### config.mk
export PLATFORM = sky130hd
export DESIGN_NAME = raw_pixel_capture
export DESIGN_NICKNAME = d
export VERILOG_FILES = /design/src/rtl/raw_pixel_capture.sv
export SDC_FILE = /design/constraint.sdc
export NUM_CORES = 1
export LEC_CHECK = 0
export CAP_MARGIN = 25
export CORE_MARGIN = 2
export CORE_UTILIZATION = 36
export DETAILED_ROUTE_END_ITERATION = 10
export PLACE_DENSITY = 0.67
export SETUP_SLACK_MARGIN = 0.02
export SYNTH_ARGS = -nofsm -noshare
export SYNTH_HDL_FRONTEND = slang
export SYNTH_SLANG_ARGS = --single-unit
### constraint.sdc
create_clock -name iCLK -period 4.85 [get_ports iCLK]
set_input_delay 0.97 -clock iCLK [delete_from_list [all_inputs] [get_ports iCLK]]
set_output_delay 0.97 -clock iCLK [all_outputs]
set_load 0.02 [all_outputs]
### src/rtl/raw_pixel_capture.sv
// raw_pixel_capture
//   Samples raw Bayer pixels from the D5M sensor interface and turns them into
//   the coordinate-tagged pixel stream consumed by the image-processing stage.
//   Capture is armed by iSTART and disarmed by iEND. A frame is captured only
//   if capture is armed when its FVAL rising edge is seen; once started, a
//   frame always runs to its FVAL falling edge.
//
// Ports
//   iCLK        pixel clock, all logic on the rising edge
//   iRST        synchronous active-high reset
//   iDATA       raw sensor pixel
//   iFVAL       sensor frame valid
//   iLVAL       sensor line valid
//   iSTART      arms capture (pulse or level)
//   iEND        disarms capture (pulse or level), wins over iSTART
//   oDATA       captured pixel, two cycles after it was on iDATA
//   oX_Cont     column of the pixel on oDATA
//   oY_Cont     row of the pixel on oDATA (saturates at all-ones)
//   oDVAL       oDATA/oX_Cont/oY_Cont valid this cycle (registered)
//   oFrame_Cont number of frames captured since reset
module raw_pixel_capture #(
    parameter int DATA_W       = 12,
    parameter int XY_W         = 11,
    parameter int COLUMN_WIDTH = 1280,
    parameter int FRAME_W      = 32
) (
    input  logic               iCLK,
    input  logic               iRST,
    input  logic [DATA_W-1:0]  iDATA,
    input  logic               iFVAL,
    input  logic               iLVAL,
    input  logic               iSTART,
    input  logic               iEND,
    output logic [DATA_W-1:0]  oDATA,
    output logic [XY_W-1:0]    oX_Cont,
    output logic [XY_W-1:0]    oY_Cont,
    output logic               oDVAL,
    output logic [FRAME_W-1:0] oFrame_Cont
);

    typedef enum logic {IDLE, FRAME} state_t;

    localparam logic [XY_W-1:0] X_LAST = XY_W'(COLUMN_WIDTH - 1);
    localparam logic [XY_W-1:0] Y_MAX  = '1;

    logic [DATA_W-1:0] data_p1;
    logic              fval_p1;
    logic              lval_p1;
    logic              prev_fval;
    logic              armed;
    state_t            state;
    state_t            state_next;
    logic              accept;
    logic              frame_start;
    logic [XY_W-1:0]   x_cnt;
    logic [XY_W-1:0]   y_cnt;

    // Stage 1: input registers and FVAL edge history
    always_ff @(posedge iCLK) begin
        if (iRST) begin
            data_p1   <= '0;
            fval_p1   <= 1'b0;
            lval_p1   <= 1'b0;
            prev_fval <= 1'b0;
        end else begin
            data_p1   <= iDATA;
            fval_p1   <= iFVAL;
            lval_p1   <= iLVAL;
            prev_fval <= fval_p1;
        end
    end

    // Arm flag follows the raw controls; a simultaneous stop beats start.
    always_ff @(posedge iCLK) begin
        if (iRST)        armed <= 1'b0;
        else if (iEND)   armed <= 1'b0;
        else if (iSTART) armed <= 1'b1;
    end

    always_ff @(posedge iCLK) begin
        if (iRST) state <= IDLE;
        else      state <= state_next;
    end

    // The pixel coincident with the FVAL rising edge belongs to the new frame,
    // so acceptance is already granted on the IDLE->FRAME transition.
    always_comb begin
        state_next  = state;
        accept      = 1'b0;
        frame_start = 1'b0;
        case (state)
            IDLE: begin
                if (fval_p1 && !prev_fval && armed) begin
                    state_next  = FRAME;
                    frame_start = 1'b1;
                    accept      = lval_p1;
                end
            end
            FRAME: begin
                if (!fval_p1 && prev_fval) state_next = IDLE;
                else                       accept     = fval_p1 && lval_p1;
            end
            default: state_next = IDLE;
        endcase
    end

    // Coordinate counters: LVAL falling is deliberately ignored, so short
    // lines carry X over into the next line. Counters sit at 0 outside frames.
    always_ff @(posedge iCLK) begin
        if (iRST) begin
            x_cnt <= '0;
            y_cnt <= '0;
        end else if (accept) begin
            if (x_cnt == X_LAST) begin
                x_cnt <= '0;
                if (y_cnt != Y_MAX) y_cnt <= y_cnt + 1'b1;
            end else begin
                x_cnt <= x_cnt + 1'b1;
            end
        end else if (state_next == IDLE) begin
            x_cnt <= '0;
            y_cnt <= '0;
        end
    end

    // Stage 2: output registers; data and coordinates hold when not accepted
    always_ff @(posedge iCLK) begin
        if (iRST) begin
            oDATA       <= '0;
            oX_Cont     <= '0;
            oY_Cont     <= '0;
            oDVAL       <= 1'b0;
            oFrame_Cont <= '0;
        end else begin
            oDVAL <= accept;
            if (accept) begin
                oDATA   <= data_p1;
                oX_Cont <= x_cnt;
                oY_Cont <= y_cnt;
            end
            if (frame_start) oFrame_Cont <= oFrame_Cont + FRAME_W'(1);
        end
    end

endmodule

# Word-level counts from Yosys, hierarchy flattened
# Cells that the tools add are included.
[totals]
inputBits = 18
regBits = 106
out_inout_bits = 67
[op_classes]
n_addsub = 3
n_reduce_logical = 8
n_mux = 13
bitwise = 1
n_eq_ne = 5
[ops]
columns = ["operator", "count"]
rows = [
  ["11-bit two-way mux", 6],
  ["32-bit by 1-bit adder with 32-bit output, second input constant", 1],
  ["11-bit by 1-bit adder with 11-bit output, second input constant", 2],
  ["11-bit equality test, second input constant", 1],
  ["11-bit != test, second input constant", 1],
  ["2-bit by 1-bit != test with 1-bit output, second input constant", 3],
  ["1-bit two-way mux", 5],
  ["1-bit logical AND", 4],
  ["1-bit case mux with 2 select lines", 2],
  ["3-bit AND reduction", 1],
  ["1-bit logical NOT", 2],
  ["2-bit OR reduction", 1],
  ["1-bit NOT", 1],
]

# Longest topological paths before layout
# Gate-level depths: netlist of run 1.
[logic_depth]
ltp_word = 7
depth_mapped = 8

# Least setup slack after synthesis of run 1
# OpenSTA, ideal clock, no wires.
[synth_path]
path_type = "input to register"
from = "input iRST"
to = "register oFrame_Cont[21]"
path_buffers = 3
setup_slack_ns = 2.862
path_stages = 4
t_arrival_ns = 1.860
cell_sequence = "clkbuf_1 > clkbuf_1 > clkbuf_1 > nor2_1"
[synth_rtl]
columns = ["element", "line", "text"]
rows = [
  ["start: declaration", "28", "input logic iRST,"],
  ["end signal: assignment", "141", "if (frame_start) oFrame_Cont <= oFrame_Cont + FRAME_W'(1);"],
  ["end: declaration", "38", "output logic [FRAME_W-1:0] oFrame_Cont"],
]
# No word-level cell between the ends.

# Worst setup path in the final report of run 1
[layout_path]
from = "register oFrame_Cont[0]"
to = "output oFrame_Cont[0]"
# No word-level cell between the ends.

==> results.md, run 1 <==
- Die X: 116 µm
- Met1 usage: 19.9%
- Area contributors post-synth: dfxtp_1 47%, nand2_1 7.6%, a21oi_1 5.4%
- Max-Cap Viols: 0
- Clock group share of total power: 43.2%
- R2R Setup Slk: 2.51 ns
- Final setup TNS: 0 ns
- Post-layout net count: 600
- Hold path depth: 2
- Placed Cells: 736
- Net Sw Frac: 21.0%
- Die Y: 116 µm
- Hold Buf Count CTS: 0
- Fin crit share: 51.2%
- Worst r2r src: armed$_SDFFE_PP0P_
- Mapped Area: 4510 µm²
- Via count: 3768
- WP data arrival: 1.51 ns
- Routed WL per cell: 13.4 µm
- Min cycle time layout: 2.48 ns
- RSZ-0062 raised after global routing: no
- GRT busiest layer: met2
- Total Routing Usage GR: 15.4%
- Area leader, netlist: dfxtp_1
- Share of the synthesized area in the top cell type: 47.0%
- Power per cell area: 284 nW/µm²
- Final Power: 1630 µW
- Count of final hold-check violations: 0
- Warnings, synthesis: 0
- GRT Residual Overflow: 0
- Worst-margin pin slew: 0.843 ns
- GR Util met3: 3.56%
- Count of buffers from port buffering: 84
- Clk_skew: 0.00543 ns
- RePlAce Congestion: 0.809
- Sequential share of the synthesized area: 47.0%
- Post-detail-place hpwl: 7050 µm
- Num CTS Buffers: 9
- Fin util: 47.5%
- Sw Pwr: 342 µW
- Seq cells post-synth: 106
- Die footprint: 13400 µm²
- Ant. Diodes: 0
- Worst hold slack: 0.434 ns
- VDD IR max: 0.148 mV
- Clock tree buffer depth: 2
- Slowest cell on the critical path: clkdlybuf4s50_1
- Slew margin rel.: 43.8%
- Internal power: 1290 µW
- Non-filler instance count after layout: 752
- Status: complete, no violations
- Cts repair resizes: 0
- Clock Tree Root: clkbuf_16
- CP Buf/Inv Count: 1
- Vias per cell: 5.01
- Worst-path fanout max: 6
- Initial antenna violation count: 0
- Worst-skew pair later-pin latency: 0.34 ns
- Post-CTS Setup Repair Bufs: 0
- Worst Hold Class: register to register
- First-pass GRT wire length: 16800 µm
- Sequential power share: 54.1%
- Min-Delay Endpoint: oDATA[6]$_SDFFE_PP0P_
- Final WL: 10100 µm
- Initial DRT Pass Iterations: 4
- Drc violations: 0
- Crit start category: register
- Syn Inst Count: 505
- Combinational power share: 2.7%
- Top delay family on crit path: buffers and inverters
- R2r endpoint: x_cnt[5]$_SDFFE_PP0P_
- Reg2reg path depth: 5
- Syn_area_per_cell: 8.93 µm²
- CP peak stage delay: 0.67 ns
- WS Path Type: register to output port
- Core Area: 12100 µm²
- Fmax: 403 MHz
- Max-slew violations: 0
- IO Count: 85
- TritonCTS clock tree: yes
- Unique masters post-synth: 58
- Clock Sinks: 106
- Min-delay src: data_p1[6]$_SDFF_PP0_
- Final setup violation count: 0
- Worst-path cell chain: clkdlybuf4s50_1
- P_leak: 0.00184 µW
- Clock Pin Slew Worst Setup and Hold Paths: 0.07 ns
- Antenna violation net count after detailed routing: 0
- DRT iter0 DRCs: 210
- CTS H-tree lvls: 3
- Syn Nets: 526
- Starting density of the core: 37.3%
- Placement Rows: 40
- M2 GR Usage: 25.1%
- Worst setup EP type: output port
- Syn-to-layout area delta: 27.5%
- CP required: 3.88 ns
- Share of post-route cells with drive strength above 1: 8.56%
- Largest net degree at the start of global routing: 65
- Vias in the first global route: 3566
layout by cell type (no fill, tap or decap), types with 3 or more instances in the layout:
cell,Yosys,final
ha_1,3,3
and3_1,3,3
and4_1,5,5
dfxtp_1,106,106
o211ai_1,7,7
inv_1,16,16
nand4_1,11,11
nor2_1,42,42
nor2b_1,17,17
nand2_1,91,91
xnor2_1,21,21
nand3_4,3,3
nor4_2,7,7
o21ai_0,10,10
a31oi_1,5,5
a21oi_1,49,49
nor4_1,5,5
clkdlybuf4s50_1,0,83
clkbuf_8,0,3
xor2_1,6,6
nor4_4,3,3
nand2b_1,5,5
nor3_1,6,6
o21ai_1,3,3
nand3_1,16,16
or3_1,7,7
clkbuf_16,0,9
how the worst max path moves through the flow:
| stage | startpoint | end | slack (ns) | cells after the start |
|---|---|---|---|---|
| 2_1_floorplan | iRST | oFrame_Cont[21]$_SDFFE_PP0P_ | 2.86 | 4 |
| 3_3_place_gp | iRST | oFrame_Cont[31]$_SDFFE_PP0P_ | 2.25 | 4 |
| 3_5_place_dp | iRST | oFrame_Cont[31]$_SDFFE_PP0P_ | 2.24 | 4 |
| 4_1_cts | oFrame_Cont[0]$_SDFFE_PP0P_ | oFrame_Cont[0] | 2.34 | 1 |
| 5_1_grt | armed$_SDFFE_PP0P_ | x_cnt[5]$_SDFFE_PP0P_ | 2.27 | 5 |
| 6_report | oFrame_Cont[0]$_SDFFE_PP0P_ | oFrame_Cont[0] | 2.37 | 1 |
logic make-up (layout without fill, tap and decap cells):
group | after synthesis | after routing | synth area share, %
DFF | 106 | 106 | 47.0
xor gates and xnor gates | 27 | 27 | 5.24
buffers and inverters | 39 | 118 | 3.94
adders and majority gates | 3 | 3 | 0.832
AOI/OAI and AO/OA | 91 | 91 | 12.8
and+or+nand+nor | 237 | 237 | 29.7
muxes | 2 | 2 | 0.471
cell usage after synthesis (all sizes together):
library cell / instances
inv: 16
o21bai: 1
nor2: 43
xnor2: 21
and4bb: 2
nor4: 15
nand2: 91
o31ai: 2
xor2: 6
a31oi: 7
a31o: 1
nand2b: 6
o2bb2ai: 1
and4: 5
and3: 3
a32o: 1
nand3: 19
dfxtp: 106
a311oi: 1
nor2b: 17
or3: 8
nand4: 14
mux2i: 1
o21ai: 13
mux2: 1
nor4bb: 1
buf: 12
o211ai: 7
nand3b: 1
ha: 3
and2: 2
a21oi: 49
o21ba: 2
nor3b: 1
clkbuf: 11
nor3: 8
o2111ai: 1
or4: 1
a22oi: 1
o41ai: 4
layout make-up:
cell class / count / area [µm²]
clock buffer: 13 / 270
clock inverter: 3 / 21.3
fill: 1178 / 6360
inverter: 16 / 60.1
multi-input combinational: 360 / 2220
sequential: 106 / 2120
tap: 168 / 210
timing repair buffer: 86 / 851
layer usage:
| layer | wire (µm) | vias up |
|---|---|---|
| li1 | - | 1893 |
| met1 | 4490 | 1784 |
| met2 | 4920 | 81 |
| met3 | 514 | 10 |
| met4 | 130 | 0 |
| met5 | 0 | - |
power by group through the flow:
stage                     registers, µW  logic [µW]  clock network (µW)
after global routing                883        49.0                 759
after CTS                           882        45.0                 726
after global placement              902        44.1                   0
after floorplan                     902        25.3                   0
after detailed placement            903        45.0                   0
final                               883        44.4                 706
sequential cells by signal, indices dropped and copies added (netlist names), 11 cells and up:
name	cells
oX_Cont	11
x_cnt	11
y_cnt	11
oDATA	12
oFrame_Cont	32
oY_Cont	11
data_p1	12
metrics by stage:
stage / worst slack [ns] / area (µm²)
6_report: 2.37 / 5750
3_5_place_dp: 2.24 / 5460
5_1_grt: 2.27 / 5750
2_1_floorplan: 2.86 / 4510
4_1_cts: 2.34 / 5750
3_3_place_gp: 2.25 / 5460
No activity file was read; power rests on OpenSTA's default activity.
==> run 2: changes to the inputs <==
==> constraint.sdc (replaced) <==
create_clock -name iCLK -period 2.3 [get_ports iCLK]
set_input_delay 0.46 -clock iCLK [delete_from_list [all_inputs] [get_ports iCLK]]
set_output_delay 0.46 -clock iCLK [all_outputs]
set_load 0.02 [all_outputs]
==> results.md, run 2 (same netlist as run 1, synthesis figures left out) <==
- Status: complete, no violations
- Worst setup EP type: register
- RePlAce Congestion: 0.882 (+9.0%)
- Largest net degree at the start of global routing: 51 (-22%)
- Clock Tree Root: clkbuf_16
- Die Y: 116 µm (unchanged)
- Ant. Diodes: 0 (unchanged)
- Post-detail-place hpwl: 7470 µm (+6.1%)
- Slowest cell on the critical path: or3_4
- Final setup violation count: 0 (unchanged)
- Share of post-route cells with drive strength above 1: 9.31% (+0.74 points)
- Max-Cap Viols: 0 (unchanged)
- Post-layout net count: 608 (+1.3%)
- RSZ-0062 raised after global routing: no
- Max-slew violations: 0 (unchanged)
- Power per cell area: 611 nW/µm² (+120%)
- Slew margin rel.: 55.8% (+12 points)
- Post-CTS Setup Repair Bufs: 0 (unchanged)
- Worst-path cell chain: ha_1 > nand4_1 > or3_4 > a31oi_2 > o21ai_1 > o21ai_0
- Final Power: 3550 µW (+120%)
- Placement Rows: 40 (unchanged)
- Starting density of the core: 37.3% (unchanged)
- Top reg by flops: oFrame_Cont
- Via count: 3796 (+0.74%)
- TritonCTS clock tree: yes
- Worst-skew pair later-pin latency: 0.34 ns (about the same)
- DRT iter0 DRCs: 195 (-7.1%)
- R2R Setup Slk: 0.23 ns (-2.28 ns)
- Max reg flops: 32 (unchanged)
- P_leak: 0.00188 µW (+2.3%)
- Vias in the first global route: 3668 (+2.9%)
- Total Routing Usage GR: 16.2% (+0.74 points)
- Crit start category: register
- Most common cell after layout, fill and taps aside: dfxtp_1
- Count of buffers from port buffering: 84 (unchanged)
- Clk_skew: 0.00768 ns (+0.00225 ns)
- IO Count: 85 (unchanged)
- Top delay family on crit path: simple AND/OR/NAND/NOR gates
- VDD IR max: 0.330 mV (+120%)
- Die footprint: 13400 µm² (unchanged)
- Cts repair resizes: 0 (unchanged)
- Routed WL per cell: 14.0 µm (+4.7%)
- Syn-to-layout area delta: 29.0%
- Final WL: 10600 µm (+5.6%)
- Min cycle time layout: 2.07 ns
- CTS H-tree lvls: 3 (unchanged)
- Vias per cell: 5.00 (-0.19%)
- Worst hold slack: 0.355 ns (-0.0799 ns)
- Antenna violation net count after detailed routing: 0 (unchanged)
- GRT Residual Overflow: 0 (unchanged)
- Worst-margin pin slew: 0.660 ns (-0.183 ns)
- Worst Hold Class: input port to register
- CP Buf/Inv Count: 0 (-1)
- Drc violations: 0 (unchanged)
- WS Path Type: register to register
- Clock tree buffer depth: 2 (unchanged)
- Initial antenna violation count: 0 (unchanged)
- CP required: 2.57 ns (-1.31 ns)
- Num CTS Buffers: 9 (unchanged)
- Most frequent cells in the layout: 106 x dfxtp_1, 91 x nand2_1, 83 x clkdlybuf4s50_1
- Final setup TNS: 0 ns (unchanged)
- Biggest regs: oFrame_Cont x32, data_p1 x12, oDATA x12
- WP data arrival: 2.34 ns (+0.83 ns)
- Hold Buf Count CTS: 0 (unchanged)
- Fin crit share: 90.1%
- Core Area: 12100 µm² (unchanged)
- First-pass GRT wire length: 17400 µm (+3.5%)
- Worst-path fanout max: 6 (unchanged)
- Fmax: 483 MHz
- Clock Pin Slew Worst Setup and Hold Paths: 0.07 ns (about the same)
- Clock Sinks: 106 (unchanged)
- Initial DRT Pass Iterations: 5 (+1)
- CP peak stage delay: 0.49 ns (-0.18 ns)
- Die X: 116 µm (unchanged)
- Fillers: 1179 (+0.085%)
- Count of final hold-check violations: 0 (unchanged)
## run 2: cell types whose count changed in the layout (fill, tap and decap cells not counted), sizes merged
cell,delta
buf,+8
bufinv,+2
clkbuf,-1
clkinvlp,-1
inv,-1
## run 2: cell type report
cell class | count | area (µm²) | share of cell area [%]
repair buffers | 94 | 911 | 15.6
clock inverters | 3 | 65.1 | 1.12
well taps | 168 | 210 | 3.61
flip-flops and latches | 106 | 2120 | 36.5
clock buffers | 12 | 236 | 4.06
multi-input cells | 360 | 2220 | 38.1
inverters | 16 | 60.1 | 1.03
## run 2: report_power, final
| part | internal [µW] | switching [µW] | total, µW |
|---|---|---|---|
| clock network | 948 | 648 | 1600 |
| logic | 45.5 | 51.9 | 97.4 |
| registers | 1850 | 9.76 | 1860 |
## run 2: worst paths after layout
check | from | end | cells after the start
worst min register to register | data_p1[0]$_SDFF_PP0_ | oDATA[0]$_SDFFE_PP0P_ | 2
worst max-delay path | y_cnt[0]$_SDFFE_PP0P_ | y_cnt[2]$_SDFFE_PP0P_ | 6
worst min-delay path | iRST | prev_fval$_SDFF_PP0_ | 2
worst max register to register | y_cnt[0]$_SDFFE_PP0P_ | y_cnt[2]$_SDFFE_PP0P_ | 6
## run 2: metal layers
layer	up-vias	share of wire, %	GRT usage (%)
li1	1908	-	-
met1	1762	45	20.1
met2	100	47	25.8
met3	26	5.1	3.92
met4	0	2.8	9.05
met5	-	0	0
## run 2: stage by stage
| step | instances | util [%] | instance area (µm²) | worst slack, ns |
|---|---|---|---|---|
| 3_3_place_gp | 744 | 45.6 | 5520 | 0.393 |
| 4_1_cts | 759 | 48.1 | 5820 | 0.244 |
| 2_1_floorplan | 505 | - | 4510 | 0.476 |
| 3_5_place_dp | 744 | 45.6 | 5520 | 0.257 |
| 6_report | 759 | 48.1 | 5820 | 0.228 |
| 5_1_grt | 759 | 48.1 | 5820 | 0.0321 |
==> run 3: changes to the inputs <==
--- a/config.mk
+++ b/config.mk
@@ -6,7 +6,6 @@
 export NUM_CORES = 1
 export LEC_CHECK = 0
 export CAP_MARGIN = 25
-export CORE_MARGIN = 2
 export CORE_UTILIZATION = 36
 export DETAILED_ROUTE_END_ITERATION = 10
 export PLACE_DENSITY = 0.67
==> results.md, run 3 (same netlist as run 1, synthesis figures left out) <==
- Status: complete, no violations
- Post-DP Area: 5520 µm² (about the same)
- Final setup violation count: 0 (unchanged)
- Final WL: 10100 µm (-4.5%)
- Most frequent cells in the layout: 106 x dfxtp_1, 91 x nand2_1, 83 x clkdlybuf4s50_1
- Initial DRT Pass Iterations: 4 (-1)
- Final Power: 3450 µW (-3.0%)
- Non-filler instance count after layout: 760 (+0.13%)
- Core Area: 12100 µm² (unchanged)
- Via count: 3821 (+0.66%)
- R2R Setup Slk: 0.24 ns (about the same)
- First-pass GRT wire length: 17000 µm (-2.1%)
- Clock Sinks: 106 (unchanged)
- Clock tree buffer depth: 2 (unchanged)
- Count of final hold-check violations: 0 (unchanged)
- Worst hold slack: 0.354 ns (-0.000560 ns)
- TritonCTS clock tree: yes
- CTS H-tree lvls: 3 (unchanged)
- Num CTS Buffers: 9 (unchanged)
- Power per cell area: 593 nW/µm² (-3.0%)
- CP required: 2.54 ns (-0.03 ns)
- Syn-to-layout area delta: 28.9% (about the same)
- WS Path Type: register to register
- Drc violations: 0 (unchanged)
- Die X: 114 µm (-1.7%)
- Clk_skew: 0.00691 ns (-0.000770 ns)
- Max-slew violations: 0 (unchanged)
- GRT Residual Overflow: 0 (unchanged)
- Final design area excluding fillers: 5820 µm² (about the same)
- Count of buffers from port buffering: 84 (unchanged)
- Antenna violation net count after detailed routing: 0 (unchanged)
- Most common cell after layout, fill and taps aside: dfxtp_1
- DRT iter0 DRCs: 267 (+37%)
- Initial antenna violation count: 0 (unchanged)
- Crit start category: register
- Starting density of the core: 37.3% (unchanged)
- Max-Cap Viols: 0 (unchanged)
- Total Routing Usage GR: 16.3% (+0.13 points)
- Worst-margin pin slew: 0.842 ns (+0.182 ns)
- Top reg by flops: oFrame_Cont
- RSZ-0062 raised after global routing: no
- VDD IR max: 0.315 mV (-4.6%)
- Die Y: 114 µm (-1.7%)
- Placement Rows: 40 (unchanged)
- Max reg flops: 32 (unchanged)
- Fmax: 485 MHz (+0.43%)
- Cts repair resizes: 0 (unchanged)
- Worst setup EP type: register
- Final setup TNS: 0 ns (unchanged)
- RePlAce Congestion: 0.802 (-9.1%)
- WP data arrival: 2.30 ns (-0.04 ns)
- Routed WL per cell: 13.4 µm (-4.6%)
- Die footprint: 13000 µm² (-3.4%)
- Placed Cells: 743 (-0.13%)
- Vias in the first global route: 3587 (-2.2%)
- Slew margin rel.: 43.8% (-12 points)
- IO Count: 85 (unchanged)
- Share of post-route cells with drive strength above 1: 9.81% (+0.51 points)
- Post-layout net count: 607 (-0.16%)
- Min cycle time layout: 2.06 ns (-0.00890 ns)
- Hold Buf Count CTS: 0 (unchanged)
- Worst-path fanout max: 8 (+2)
- Worst Hold Class: input port to register
- Largest net degree at the start of global routing: 61 (+20%)
- Post-CTS Setup Repair Bufs: 0 (unchanged)
- Clock Pin Slew Worst Setup and Hold Paths: 0.07 ns (about the same)
- Biggest regs: oFrame_Cont x32, data_p1 x12, oDATA x12
- Worst-skew pair later-pin latency: 0.35 ns (about the same)
- Clock Tree Root: clkbuf_16
- Vias per cell: 5.03 (+0.53%)
- P_leak: 0.00187 µW (-0.60%)
- Post-detail-place hpwl: 7140 µm (-4.4%)
- Fin crit share: 89.7% (-0.39 points)
run 3: routing by layer:
layer | GRT usage, % | part of all wire [%] | vias up
met5 | 0 | 0 | -
met4 | 7.97 | 2.2 | 0
met3 | 3.40 | 5.0 | 15
met2 | 24.8 | 45 | 94
met1 | 22.0 | 47 | 1799
li1 | - | - | 1913
run 3: metrics by stage:
| stage | util (%) | worst slack [ns] |
|---|---|---|
| after floorplan | - | 0.476 |
| after global placement | 45.6 | 0.402 |
| after detailed placement | 45.6 | 0.292 |
| after CTS | 48.0 | 0.249 |
| after global routing | 48.0 | 0.0933 |
| final | 48.0 | 0.237 |
run 3: path summary, 6_finish.rpt:
check | startpoint | to | depth (start not counted)
hold reg to reg | data_p1[3]$_SDFF_PP0_ | oDATA[3]$_SDFFE_PP0P_ | 2
hold / removal | iRST | prev_fval$_SDFF_PP0_ | 2
setup / recovery | x_cnt[0]$_SDFFE_PP0P_ | y_cnt[5]$_SDFFE_PP0P_ | 5
setup reg to reg | x_cnt[0]$_SDFFE_PP0P_ | y_cnt[5]$_SDFFE_PP0P_ | 5
run 3: power breakdown:
group	total, µW	switching (µW)	leakage [µW]	internal (µW)
Sequential	1860	9.63	0.000858	1850
Combinational	97.0	51.2	0.000876	45.7
Clock	1490	692	0.000138	798
run 3: final cells by class:
cell class | instances | area, µm²
inverter | 16 | 60.1
timing repair buffer | 93 | 916
fill | 1193 | 6290
multi-input combinational | 360 | 2220
sequential | 106 | 2120
tap | 168 | 210
clock inverter | 5 | 37.5
antenna | 1 | 2.50
clock buffer | 11 | 253
run 3: critical path: stages (launching register included):
cell and delay [ns]:
dfxtp_1 0.42, ha_1 0.28, nand3_4 0.14, nor4_4 0.53, nor2_2 0.18, o41ai_1 0.40
